<file path="config.mk">
export PLATFORM = sky130hd
export DESIGN_NAME = piano_key_decoder_flat
export DESIGN_NICKNAME = d
export VERILOG_FILES = /design/src/rtl/piano_key_decoder_pkg.sv /design/src/rtl/piano_key_decoder_if.sv /design/src/rtl/piano_key_decoder_key_debounce.sv /design/src/rtl/piano_key_decoder.sv /design/src/flat_wrapper.sv
export SDC_FILE = /design/constraint.sdc
export NUM_CORES = 1
export LEC_CHECK = 0
export CAP_MARGIN = 15
export CORE_MARGIN = 2
export CORE_UTILIZATION = 50
export DETAILED_ROUTE_END_ITERATION = 12
export PLACE_DENSITY = 0.71
export REMOVE_ABC_BUFFERS = 1
export SYNTH_ARGS = -nofsm -noshare
export SYNTH_HDL_FRONTEND = slang
export SYNTH_HIERARCHICAL = 1
export SYNTH_SLANG_ARGS = --single-unit
</file>
<file path="constraint.sdc">
create_clock -name clk -period 3.3 [get_ports clk]
set_clock_uncertainty 0.2 [all_clocks]
set_input_delay 0.495 -clock clk [delete_from_list [all_inputs] [get_ports clk]]
set_output_delay 0.495 -clock clk [all_outputs]
set_load 0.005 [all_outputs]
</file>
<file path="src/rtl/piano_key_decoder_pkg.sv">
// Shared encodings between the key decoder and the tone generator:
// note indices, output widths and the default octave range.
package piano_pkg;

  localparam int NUM_NOTES = 7;
  localparam int NOTE_W    = 4;
  localparam int OCT_W     = 3;

  localparam int OCT_MIN_DEF   = 0;
  localparam int OCT_MAX_DEF   = 5;
  localparam int OCT_RESET_DEF = 2;

  typedef enum logic [NOTE_W-1:0] {
    NOTE_C = 4'd0,
    NOTE_D = 4'd1,
    NOTE_E = 4'd2,
    NOTE_F = 4'd3,
    NOTE_G = 4'd4,
    NOTE_A = 4'd5,
    NOTE_B = 4'd6
  } note_e;

  // Saturating octave step; simultaneous up and down cancel out.
  function automatic logic [OCT_W-1:0] oct_step(
    input logic [OCT_W-1:0] cur,
    input logic             up,
    input logic             dn,
    input int               lo,
    input int               hi
  );
    logic [OCT_W-1:0] res;
    res = cur;
    if (up && !dn && (cur < OCT_W'(hi)))
      res = cur + 1'b1;
    else if (dn && !up && (cur > OCT_W'(lo)))
      res = cur - 1'b1;
    return res;
  endfunction

endpackage

</file>
<file path="src/rtl/piano_key_decoder_if.sv">
// Key-switch inputs and note/octave/gate outputs of the piano front end.
// master = switch side / consumer, slave = decoder.
interface piano_key_decoder_if #(
  parameter int NUM_KEYS = 7
);
  import piano_pkg::*;

  logic [NUM_KEYS-1:0] keys;
  logic                oct_up;
  logic                oct_dn;
  logic [NOTE_W-1:0]   note;
  logic [OCT_W-1:0]    octave;
  logic                gate;
  logic                new_note;

  modport master (
    output keys, oct_up, oct_dn,
    input  note, octave, gate, new_note
  );

  modport slave (
    input  keys, oct_up, oct_dn,
    output note, octave, gate, new_note
  );

endinterface

</file>
<file path="src/rtl/piano_key_decoder_key_debounce.sv">
// One raw switch: 2-FF synchroniser, tick-sampled stability counter,
// debounced level and a one-cycle strobe when the level rises.
module key_debounce #(
  parameter int DEBOUNCE_SAMPLES = 4
) (
  input  logic clk,
  input  logic rst_n,
  input  logic tick,
  input  logic raw,
  output logic level,
  output logic rise
);

  localparam int CW = $clog2(DEBOUNCE_SAMPLES + 1);

  logic          sync1_reg, sync2_reg;
  logic [CW-1:0] cnt_reg, cnt_next;
  logic          level_reg, level_next;
  logic          rise_reg, rise_next;

  always_ff @(posedge clk or negedge rst_n) begin
    if (!rst_n) begin
      sync1_reg <= 1'b0;
      sync2_reg <= 1'b0;
      cnt_reg   <= '0;
      level_reg <= 1'b0;
      rise_reg  <= 1'b0;
    end else begin
      sync1_reg <= raw;
      sync2_reg <= sync1_reg;
      cnt_reg   <= cnt_next;
      level_reg <= level_next;
      rise_reg  <= rise_next;
    end
  end

  // Any sample agreeing with the current level restarts the stability run.
  always_comb begin
    cnt_next   = cnt_reg;
    level_next = level_reg;
    rise_next  = 1'b0;
    if (tick) begin
      if (sync2_reg == level_reg) begin
        cnt_next = '0;
      end else if (cnt_reg + 1'b1 == CW'(DEBOUNCE_SAMPLES)) begin
        cnt_next   = '0;
        level_next = ~level_reg;
        rise_next  = ~level_reg;
      end else begin
        cnt_next = cnt_reg + 1'b1;
      end
    end
  end

  assign level = level_reg;
  assign rise  = rise_reg;

endmodule

</file>
<file path="src/rtl/piano_key_decoder.sv">
// Piano key front end: debounces note and octave buttons, picks the
// highest-priority note and keeps a saturating octave register.
module piano_key_decoder
  import piano_pkg::*;
#(
  parameter int NUM_KEYS         = NUM_NOTES,
  parameter int SAMPLE_DIV       = 50000,
  parameter int DEBOUNCE_SAMPLES = 4,
  parameter int OCT_MIN          = OCT_MIN_DEF,
  parameter int OCT_MAX          = OCT_MAX_DEF,
  parameter int OCT_RESET        = OCT_RESET_DEF
) (
  input  logic                  clk,
  input  logic                  rst_n,
  piano_key_decoder_if.slave    bus
);

  localparam int NUM_IN = NUM_KEYS + 2;
  localparam int TW     = (SAMPLE_DIV > 1) ? $clog2(SAMPLE_DIV) : 1;

  logic [TW-1:0]      tick_cnt_reg;
  logic               tick;
  logic [NUM_IN-1:0]  raw_vec;
  logic [NUM_IN-1:0]  level_vec;
  logic [NUM_IN-1:0]  rise_vec;
  logic [NUM_KEYS-1:0] key_level;
  logic               up_rise, dn_rise;
  logic               unused_bits;

  logic [NOTE_W-1:0]  cand;
  logic               cand_valid;
  logic [NOTE_W-1:0]  note_reg, note_next;
  logic               gate_reg, gate_next;
  logic               new_note_reg, new_note_next;
  logic [OCT_W-1:0]   octave_reg, octave_next;

  assign tick = (tick_cnt_reg == TW'(SAMPLE_DIV - 1));

  always_ff @(posedge clk or negedge rst_n) begin
    if (!rst_n)
      tick_cnt_reg <= '0;
    else if (tick)
      tick_cnt_reg <= '0;
    else
      tick_cnt_reg <= tick_cnt_reg + 1'b1;
  end

  // Octave buttons ride along as the two top debouncer lanes.
  assign raw_vec = {bus.oct_dn, bus.oct_up, bus.keys};

  generate
    for (genvar gi = 0; gi < NUM_IN; gi++) begin : g_db
      key_debounce #(
        .DEBOUNCE_SAMPLES(DEBOUNCE_SAMPLES)
      ) u_db (
        .clk  (clk),
        .rst_n(rst_n),
        .tick (tick),
        .raw  (raw_vec[gi]),
        .level(level_vec[gi]),
        .rise (rise_vec[gi])
      );
    end
  endgenerate

  assign key_level   = level_vec[NUM_KEYS-1:0];
  assign up_rise     = rise_vec[NUM_KEYS];
  assign dn_rise     = rise_vec[NUM_KEYS+1];
  assign unused_bits = ^{level_vec[NUM_IN-1:NUM_KEYS], rise_vec[NUM_KEYS-1:0]};

  // Scan high to low so the lowest pressed index is the last to write.
  always_comb begin
    cand       = NOTE_C;
    cand_valid = 1'b0;
    for (int i = NUM_KEYS - 1; i >= 0; i--) begin
      if (key_level[i]) begin
        cand       = NOTE_W'(i);
        cand_valid = 1'b1;
      end
    end
  end

  always_comb begin
    gate_next     = cand_valid;
    note_next     = cand_valid ? cand : note_reg;
    new_note_next = cand_valid && (!gate_reg || (cand != note_reg));
    octave_next   = oct_step(octave_reg, up_rise, dn_rise, OCT_MIN, OCT_MAX);
  end

  always_ff @(posedge clk or negedge rst_n) begin
    if (!rst_n) begin
      note_reg     <= NOTE_C;
      gate_reg     <= 1'b0;
      new_note_reg <= 1'b0;
      octave_reg   <= OCT_W'(OCT_RESET);
    end else begin
      note_reg     <= note_next;
      gate_reg     <= gate_next;
      new_note_reg <= new_note_next;
      octave_reg   <= octave_next;
    end
  end

  assign bus.note     = note_reg;
  assign bus.gate     = gate_reg;
  assign bus.new_note = new_note_reg;
  assign bus.octave   = octave_reg;

endmodule

</file>
<file path="src/flat_wrapper.sv">
// flat-port wrapper written by rule: the top's interface ports become plain ports
module piano_key_decoder_flat import piano_pkg::*;
#(
  parameter int NUM_KEYS         = NUM_NOTES,
  parameter int SAMPLE_DIV       = 50000,
  parameter int DEBOUNCE_SAMPLES = 4,
  parameter int OCT_MIN          = OCT_MIN_DEF,
  parameter int OCT_MAX          = OCT_MAX_DEF,
  parameter int OCT_RESET        = OCT_RESET_DEF
)
  (clk, rst_n, bus_keys, bus_oct_up, bus_oct_dn, bus_note, bus_octave, bus_gate, bus_new_note);
  piano_key_decoder_if #(.NUM_KEYS(NUM_KEYS)) bus_i ();
  input  logic clk;
  input  logic rst_n;
  input wire logic [$bits(bus_i.keys)-1:0] bus_keys;
  input wire logic [$bits(bus_i.oct_up)-1:0] bus_oct_up;
  input wire logic [$bits(bus_i.oct_dn)-1:0] bus_oct_dn;
  output wire logic [$bits(bus_i.note)-1:0] bus_note;
  output wire logic [$bits(bus_i.octave)-1:0] bus_octave;
  output wire logic [$bits(bus_i.gate)-1:0] bus_gate;
  output wire logic [$bits(bus_i.new_note)-1:0] bus_new_note;
  assign bus_i.keys = bus_keys;
  assign bus_i.oct_up = bus_oct_up;
  assign bus_i.oct_dn = bus_oct_dn;
  assign bus_note = bus_i.note;
  assign bus_octave = bus_i.octave;
  assign bus_gate = bus_i.gate;
  assign bus_new_note = bus_i.new_note;
  piano_key_decoder #(.NUM_KEYS(NUM_KEYS), .SAMPLE_DIV(SAMPLE_DIV), .DEBOUNCE_SAMPLES(DEBOUNCE_SAMPLES), .OCT_MIN(OCT_MIN), .OCT_MAX(OCT_MAX), .OCT_RESET(OCT_RESET)) u_core (.clk(clk), .rst_n(rst_n), .bus(bus_i));
endmodule
</file>
Word-level counts from Yosys, hierarchy flattened
Index checks and enable logic that the tools add are counted.
{ "word_totals": {"register_bits": 81, "output_inout_bits": 9, "in_bits": 11, "elab_cells": 155} }
{ "classes": {"bitwise": 18, "add_sub_neg": 12, "n_lt_le_gt_ge": 2, "eq_ne": 20, "reduce_logical": 19, "n_mux": 41} }
{ "op_table": {"columns": ["operator", "n"], "rows": [
  ["$mux W3", 21],
  ["$add A3 B1 Y3 const B", 10],
  ["$eq A3 B3 Y1 const B", 9],
  ["$reduce_and A3 Y1", 9],
  ["$mux W4", 6],
  ["$not A1 Y1", 18],
  ["$add A16 B1 Y16 const B", 1],
  ["$eq A16 B16 Y1 const B", 1],
  ["$mux W16", 1],
  ["$mux W1", 13],
  ["$eq A1 B1 Y1", 9],
  ["$logic_and A1 B1 Y1", 5],
  ["$ne A4 B4 Y1", 1],
  ["$gt A3 B1 Y1 const B", 1],
  ["$logic_not A1 Y1", 3],
  ["$lt A3 B3 Y1 const B", 1],
  ["$sub A3 B1 Y3 const B", 1],
  ["$reduce_bool A2 Y1", 1],
  ["$logic_or A1 B1 Y1", 1]
]} }

Logic depth before layout (Yosys ltp)
{ "logic_depth": {"ltp_word": 10, "mapped_depth": 8, "ltp_nobuf": 7} }

Hierarchy
Netlist, hierarchy kept.
{ "modules_own_cells": {"columns": ["module", "cells_each", "instances", "area_each_um2"], "rows": [
  ["key_debounce", 25, 9, 314.1],
  ["piano_key_decoder", 132, 1, 1303.8]
]} }

Worst setup path after synthesis
Ideal clock, no wire load.
{ "synth_path": {"path_type": "flip-flop to flip-flop", "startpoint": "register u_core.tick_cnt_reg[10]", "endpoint": "register u_core.g_db[0].u_db.level_reg", "synth_period_minus_slack_ns": 3.153, "setup_time_ns": 0.125, "arrival_time_ns": 2.828, "path_slack_ns": 0.147, "path_stages_with_launch": 6, "cell_sequence": "dfrtp_1 > or3_1 > nor4_4 > nor3b_4 > nand3_1 > mux2_4"} }
{ "synth_between": {"elab_chain_cells": 2} }
{ "synth_rtl": {"columns": ["element", "line_no", "source"], "rows": [
  ["start: declaration", "piano_key_decoder.sv:21", "logic [TW-1:0] tick_cnt_reg;"],
  ["start signal: assignment", "piano_key_decoder.sv:45", "tick_cnt_reg <= tick_cnt_reg + 1'b1;"],
  ["$eq A16 B16 Y1", "piano_key_decoder.sv:37", "assign tick = (tick_cnt_reg == TW'(SAMPLE_DIV - 1));"],
  ["via u_core.tick", "piano_key_decoder.sv:22", "logic tick;"],
  ["$reduce_and A3 Y1 (no line)", null, null],
  ["end signal: assignment", "piano_key_decoder_key_debounce.sv:32", "level_reg <= level_next;"],
  ["end: declaration", "piano_key_decoder_key_debounce.sv:18", "logic level_reg, level_next;"]
]} }
The timed path passes the listed nets, and every way through them passes these cells.
A chain may end at the register's enable or synchronous reset.

Final worst setup path
{ "layout_path": {"startpoint": "register u_core.tick_cnt_reg[10]", "endpoint": "register u_core.g_db[7].u_db.level_reg"} }
{ "layout_between": {"elab_chain_cells": 2} }
{ "layout_rtl": {"columns": ["element", "line_no"], "rows": [
  ["$eq A16 B16 Y1", "piano_key_decoder.sv:37"],
  ["via u_core.tick", "piano_key_decoder.sv:22"],
  ["$reduce_and A3 Y1 (no line)", null],
  ["end signal: assignment", "piano_key_decoder_key_debounce.sv:32"],
  ["end: declaration", "piano_key_decoder_key_debounce.sv:18"]
]} }
The timed path passes the listed nets, and every way through them passes these cells.

==> results.tsv <==
metric	value	unit
drc	0	
wl_per_cell	12.9	um
post_drt_via_cell_ratio	5.36	
setup_viol	0	
routabilityCongestion	0.800	
initial_core_util	51.0	%
die_x	92.3	um
syn2layout_area_growth	14.3	%
clk_pin_slew	80	ps
worstSetupEndpointType	flop	
antenna_found_initial	0	
ys_warn_count	6	
worstPathArrival	2410	ps
crit_fanout	70	
final_util	58.3	%
grt-ovfl-total	0	
min_period_over_period	72.0	%
fin_total_pwr	1.92	mW
grt_pass1_wl	11000	um
reg2reg_to	u_core/g_db[7].u_db/level	
wl_met3	194	um
synth_area_per_cell	11.4	um2
slew_headroom	34.7	%
crit_required	3330	ps
drv_slew	0	
final_area	4460	um2
largest_reg_flops	27	
cpMaxStageDelayCell	dfrtp_1	
met1_length	2900	um
setup_tns	0	ps
dr_wl_met2	2980	um
layout_min_cycle_time	2380	ps
die_h	92.3	um
p_leak	2.12	nW
powerDensity	430	nW/um2
top_layer	met4	
max_freq	421	MHz
path_class	reg2reg	
vias	2552	
cts_tree	done	
r2r_start	u_core/tick_cnt_reg[10]	
num_io_pins	20	
slowest_delay	410	ps
nets	400	
htree_levels	3	
drt.antenna.violating_nets	0	
placed_cell_area	4210	um2
diodes	0	
instances_no_fill	476	
fp.coreArea	7650	um2
r2r_slack	920	ps
rsz0062_at_grt	false	
tightest_slew	979	ps
io_buffers	18	
hold_viol_final	0	
maxCapViolCount	0	
grt_max_degree	81	
dr.pass1.iters	4	
numCtsBuffers	9	
post_cts_resized	0	
hp-class	in2async	
ctsLongestPathBuffers	2	
synthCells	343	
dp_hpwl	4010	um
grt_pass1_vias	2580	
worst-r2r-cell-count	6	
start_kind	flop	
drive_gt1_share	11.2	%
initialDrtViolationCount	90	
fp.dieArea	8530	um2
clockRootBuffer	clkbuf_8	
outcome	finished, final reports clean	
rows	32	
ir_drop	0.000247	V
worstPathCellList	or3_1 > nor4_4 > nor3b_4 > buf_12 > nand3_1 > mux2_4	
cts_setup_buffers	0	
place_inst	460	
syn_area	3900	um2
grt_use_total	16.3	%
finalWirelength	6150	um
cts-hold-fix-buffers	0	
clk_latency	350	ps
clock_sinks	80	
worst max-delay path by stage:
stage,to,slack [ps],startpoint
finish,u_core/g_db[7].u_db/level,920,u_core/tick_cnt_reg[10]
global route,u_core/g_db[7].u_db/level,780,u_core/tick_cnt_reg[10]
CTS,u_core/g_db[7].u_db/level,910,u_core/tick_cnt_reg[10]
detailed placement,u_core/g_db[7].u_db/level,940,u_core/tick_cnt_reg[10]
global placement,u_core/g_db[8].u_db/level,980,u_core/tick_cnt_reg[10]
floorplan,u_core/g_db[7].u_db/level,150,u_core/tick_cnt_reg[10]
area by class of cell:
type	instances	area [um2]
fill	634	3190
inverter	13	48.8
timing repair buffer	19	198
clock inverter	6	116
clock buffer	10	138
sequential	80	2000
multi-input combinational	246	1830
tap	102	128
layout by cell type (no fill, tap or decap), types with 4 or more instances in the layout:
cell type,count
nand4_1,4
o31ai_1,9
a21oi_1,4
mux2_4,9
ha_1,19
and2_2,9
inv_1,13
xor2_1,22
nand2b_1,14
nand3_1,22
nor2_1,27
dfrtp_1,79
clkdlybuf4s50_1,17
a21boi_0,10
mux2i_1,9
nand4b_1,9
clkbuf_8,10
nand2_1,14
a21o_1,4
o21ai_0,13
xnor2_1,7
critical path, delay by kind of cell (launching register included):
family | cells | cell delay, ps
flops | 1 | 410
buf+inv | 1 | 280
mux | 1 | 320
simple gates | 4 | 1030
report_power, final:
group,internal [mW],switching (mW)
combinational,0.0124,0.0257
clock,0.527,0.357
sequential,0.991,0.00582
routing by layer:
| layer | global-route usage (%) | vias up |
|---|---|---|
| li1 | - | 1261 |
| met1 | 19.8 | 1257 |
| met2 | 26.5 | 27 |
| met3 | 5.29 | 7 |
| met4 | 7.21 | 0 |
| met5 | 0 | - |
metrics by stage:
| step | hold slack (ps) | setup slack (ps) |
|---|---|---|
| finish | 107 | 924 |
| global route | 170 | 784 |
| CTS | 132 | 914 |
| detailed placement | 135 | 937 |
| global placement | 133 | 980 |
| floorplan | -0.591 | 147 |
Note: power is estimated with default switching activity, not from simulation.
==> variant 1: new RTL, same flow settings <==
Make the reset (`rst_n`) synchronous in 3 clocked blocks.
--- a/src/rtl/piano_key_decoder_key_debounce.sv
+++ b/src/rtl/piano_key_decoder_key_debounce.sv
@@ -20,3 +20,3 @@
 
-  always_ff @(posedge clk or negedge rst_n) begin
+  always_ff @(posedge clk) begin
     if (!rst_n) begin
--- a/src/rtl/piano_key_decoder.sv
+++ b/src/rtl/piano_key_decoder.sv
@@ -38,3 +38,3 @@
 
-  always_ff @(posedge clk or negedge rst_n) begin
+  always_ff @(posedge clk) begin
     if (!rst_n)
@@ -89,3 +89,3 @@
 
-  always_ff @(posedge clk or negedge rst_n) begin
+  always_ff @(posedge clk) begin
     if (!rst_n) begin
Behaviour: no difference found for any inputs over 10 cycles, from zero or initial values and one cycle with rst_n low; that may be too few to reach the edited logic, so the function may still have changed.
==> variant 1 against the original RTL <==
- first-iteration DRC count down 13%
- sequential cell count unchanged
- largest power group unchanged
- final area down 6.6%
- synthesized area down 4.6%
- routed wire length down 3.0%
- highest routed layer unchanged
- total power down 7.7%
- setup slack better by 0.13 ns
- hold slack better by 0.13 ns
- critical path type unchanged
==> variant 1: results (changes against the original RTL) <==
| Step | Quantity | Reported | Delta |
|:---|:---|:---|:---|
| global route | Number of global-route vias before repair | 2,487 | -3.6% |
| global route | Met1 Track Usage GR | 0.1873 | -0.01064 |
| finish | Proportion of layout cells with a drive suffix above 1 | 0.07039 | -0.04191 |
| power and ir drop | Switching pwr | 395.0 uW | +1.7% |
| worst setup path | Library cell contributing the largest single delay on the critical path | sky130_fd_sc_hd__buf_4 |  |
| worst setup path | Crit-path leading delay family | buffers and inverters |  |
| sta | Smallest hold slack | 0.2362 ns | +0.1292 ns |
| worst hold path | Tightest Hold Check Type | reg2reg |  |
| finish | Number of nets in the layout | 447 | +12% |
| worst setup path | Slack of the worst reg-to-reg path | 1.05 ns | +0.13 ns |
| sta | Pin slew with the least headroom to its limit | 0.7121 ns | -0.2672 ns |
| worst setup path | Timing startpoint of the critical path | u_core/tick_cnt_reg[0]$_SDFF_PP0_ |  |
| global route | Fraction of met2 tracks used by global routing | 0.2538 | -0.01084 |
| route | Met1 routed wirelength after detailed routing | 2.930 mm | +1.1% |
| global route | Pin count of the biggest net entering global routing | 75 | -7.4% |
| sta | Sum Neg Setup Slack | 0 ns | unchanged |
| route | Total met2 wirelength after detailed routing | 2.808 mm | -5.9% |
| place | Detailed Place HPWL | 3.970 mm | -0.92% |
| clocking | Maximum root-to-sink buffer count | 2 | unchanged |
| clocking | Latest clock arrival within the worst-skew pair | 0.35 ns | about the same |
| worst setup path | Critical path fanouts, max | 74 | +5.7% |
| global route | Met3 usage | 0.03506 | -0.01783 |
| route | Initial DRC count | 78 | -13% |
| place | Final Wtd Congestion | 0.7417 | -7.3% |
| global route | Wire length of the first global-routing pass | 10.41 mm | -5.8% |
| status | Result of the run | finished, final reports clean |  |
| power and ir drop | Standby leakage power | 0.001602 uW | -24% |
| worst setup path | Reg-to-reg critical path endpoint | u_core/g_db[1].u_db/level$_SDFFE_PN0P_ |  |
| route | Routed WL per cell | 11.68 um | -9.6% |
| route | Met3 WL post-DR | 134 um | -31% |
-- variant 1: layout make-up --
class                           count  area, sq um
Sequential cell                    80         1602
Tap cell                           99        123.9
Fill cell                         676         3049
Timing Repair Buffer               22        205.2
Multi-Input combinational cell    270         1941
Clock buffer                       10        137.6
Clock inverter                      6        66.31
Inverter                           24        90.09
-- variant 1: power by group through the flow --
stage | logic, uW | clock network, uW | registers (uW)
finish | 49.8 | 735 | 985
global route | 55.6 | 795 | 986
floorplan | 17.8 | 0 | 1010
CTS | 50.7 | 761 | 985
detailed placement | 50.3 | 0 | 1010
global placement | 49.8 | 0 | 1010
-- variant 1: stage by stage --
step,utilization,std cells,instance area [sq um],total power [uW],setup WS [ns]
floorplan,-,374,3632,1023,0.8681
global placement,0.5491,495,3961,1057,1.168
detailed placement,0.5491,495,3961,1058,1.057
CTS,0.5774,511,4165,1796,1.053
global route,0.5774,511,4165,1837,0.8492
finish,0.5774,511,4165,1770,1.055
==> variant 2: new RTL, same settings <==
Without the edit above. `DEBOUNCE_SAMPLES` is set to 4 in 3 places; all go to 8.
--- a/src/rtl/piano_key_decoder_key_debounce.sv
+++ b/src/rtl/piano_key_decoder_key_debounce.sv
@@ -3,3 +3,3 @@
 module key_debounce #(
-  parameter int DEBOUNCE_SAMPLES = 4
+  parameter int DEBOUNCE_SAMPLES = 8
 ) (
--- a/src/rtl/piano_key_decoder.sv
+++ b/src/rtl/piano_key_decoder.sv
@@ -7,3 +7,3 @@
   parameter int SAMPLE_DIV       = 50000,
-  parameter int DEBOUNCE_SAMPLES = 4,
+  parameter int DEBOUNCE_SAMPLES = 8,
   parameter int OCT_MIN          = OCT_MIN_DEF,
--- a/src/flat_wrapper.sv
+++ b/src/flat_wrapper.sv
@@ -5,3 +5,3 @@
   parameter int SAMPLE_DIV       = 50000,
-  parameter int DEBOUNCE_SAMPLES = 4,
+  parameter int DEBOUNCE_SAMPLES = 8,
   parameter int OCT_MIN          = OCT_MIN_DEF,
Check against the original RTL: no difference found for any inputs over 10 cycles, from zero or initial values and one cycle with rst_n low; that may be too few to reach the edited logic, so the function may still have changed.
==> variant 2 against the original RTL <==
- final area is 13% higher
- hold slack better by 0.044 ns
- total power is 0.36% higher
- synthesized area is 17% higher
- die area is 16% higher
- via count is 25% higher
- clock power is 13% lower
- highest routed layer unchanged
- critical path depth stayed put
- critical endpoint is now u_core/g_db[4].u_db/level$_DFFE_PN0P_
- sequential cell count is 9 higher
- setup slack worse by 0.13 ns
- routed wire length is 30% higher
- synthesized cell count is 24% higher
- non-clock buffer count is 3 higher
==> variant 2: results (changes against the original RTL) <==
| Step | Quantity | Reported | Delta |
|:---|:---|:---|:---|
| power and ir drop | Clock group power | 772 uW | -13% |
| worst setup path | Maximum cell stage delay along the critical path | 0.44 ns | +0.03 ns |
| global route | Number of global-route vias before repair | 3,122 | +21% |
| power and ir drop | Part of the total power dissipated in combinational logic | 0.024 | +0.004 |
| worst setup path | CP Data Arrival Time | 2.56 ns | +0.15 ns |
| route | Total met2 wirelength after detailed routing | 4.010 mm | +34% |
| route | Met3 WL post-DR | 298 um | +54% |
| power and ir drop | Switching pwr | 437.7 uW | +13% |
| power and ir drop | IR Drop Worst-Case VDD | 247.6 uV | +0.29% |
| route | Mean number of vias per cell | 5.749 | +7.2% |
| global route | Pin count of the biggest net entering global routing | 80 | -1.2% |
| place | Detailed Place HPWL | 5.281 mm | +32% |
| global route | Met3 usage | 0.04638 | -0.006508 |
| worst setup path | Critical path fanouts, max | 79 | +13% |
| global route | Wire length of the first global-routing pass | 14.15 mm | +28% |
| power and ir drop | Standby leakage power | 0.002221 uW | +4.7% |
| global route | Global-route total usage across every layer | 0.1763 | +0.01369 |
| worst setup path | Library cell contributing the largest single delay on the critical path | sky130_fd_sc_hd__or3_1 |  |
| status | Result of the run | finished, final reports clean |  |
| finish | Filler Cell Count | 753 | +19% |
| clocking | Latest clock arrival within the worst-skew pair | 0.37 ns | +0.02 ns |
| sta | Pin slew with the least headroom to its limit | 0.6990 ns | -0.2803 ns |
| power and ir drop | Design Power | 1925 uW | +0.36% |
| place | Final Wtd Congestion | 0.7664 | -4.2% |
| route | Met1 routed wirelength after detailed routing | 3.628 mm | +25% |
| global route | Fraction of met2 tracks used by global routing | 0.2968 | +0.03218 |
| worst hold path | Tightest Hold Check Type | reg2reg |  |
| place | Placed Instance Area | 4836 sq um | +15% |
variant 2: metrics by stage:
step	setup WS, ns	hold WS [ns]	setup TNS (ns)	utilization	std cells
2_1_floorplan	-0.3661	-0.0005910	-3.838	-	411
3_3_place_gp	0.8814	0.1322	0	0.5518	540
3_5_place_dp	0.8195	0.1347	0	0.5518	540
4_1_cts	0.8003	0.1518	0	0.5762	557
5_1_grt	0.6955	0.1609	0	0.5762	557
6_report	0.7986	0.1512	0	0.5762	557
variant 2: cell type report:
| type | instances | area (sq um) | area share |
|---|---|---|---|
| clock buffers | 10 | 137.6 | 0.02725 |
| clock inverters | 6 | 66.31 | 0.01313 |
| inverters | 40 | 150.1 | 0.02973 |
| multi-input cells | 282 | 2110 | 0.4177 |
| flip-flops and latches | 89 | 2228 | 0.4413 |
| well taps | 108 | 135.1 | 0.02676 |
| repair buffers | 22 | 222.7 | 0.04410 |
variant 2: path summary, 6_finish.rpt:
| kind | end | slack (ns) | depth (start not counted) |
|---|---|---|---|
| worst max register to register | u_core/g_db[4].u_db/level$_DFFE_PN0P_ | 0.80 | 6 |
| worst min register to register | u_core/g_db[8].u_db/sync2_reg$_DFF_PN0_ | 0.15 | 0 |
| worst min-delay path | u_core/g_db[8].u_db/sync2_reg$_DFF_PN0_ | 0.15 | 0 |
| max in group asynchronous | u_core/g_db[0].u_db/cnt_reg[2]$_DFFE_PN0P_ | 1.67 | 3 |
| min in group asynchronous | u_core/g_db[5].u_db/cnt_reg[2]$_DFFE_PN0P_ | 0.52 | 2 |
| worst max-delay path | u_core/g_db[4].u_db/level$_DFFE_PN0P_ | 0.80 | 6 |
variant 2: what timing repair did:
item                                    4_1_cts  5_1_grt
hold buffers                                  1        0
endpoints found under the hold margin         2        0
gates resized for setup                       0        0
endpoints found under the setup margin        0        0
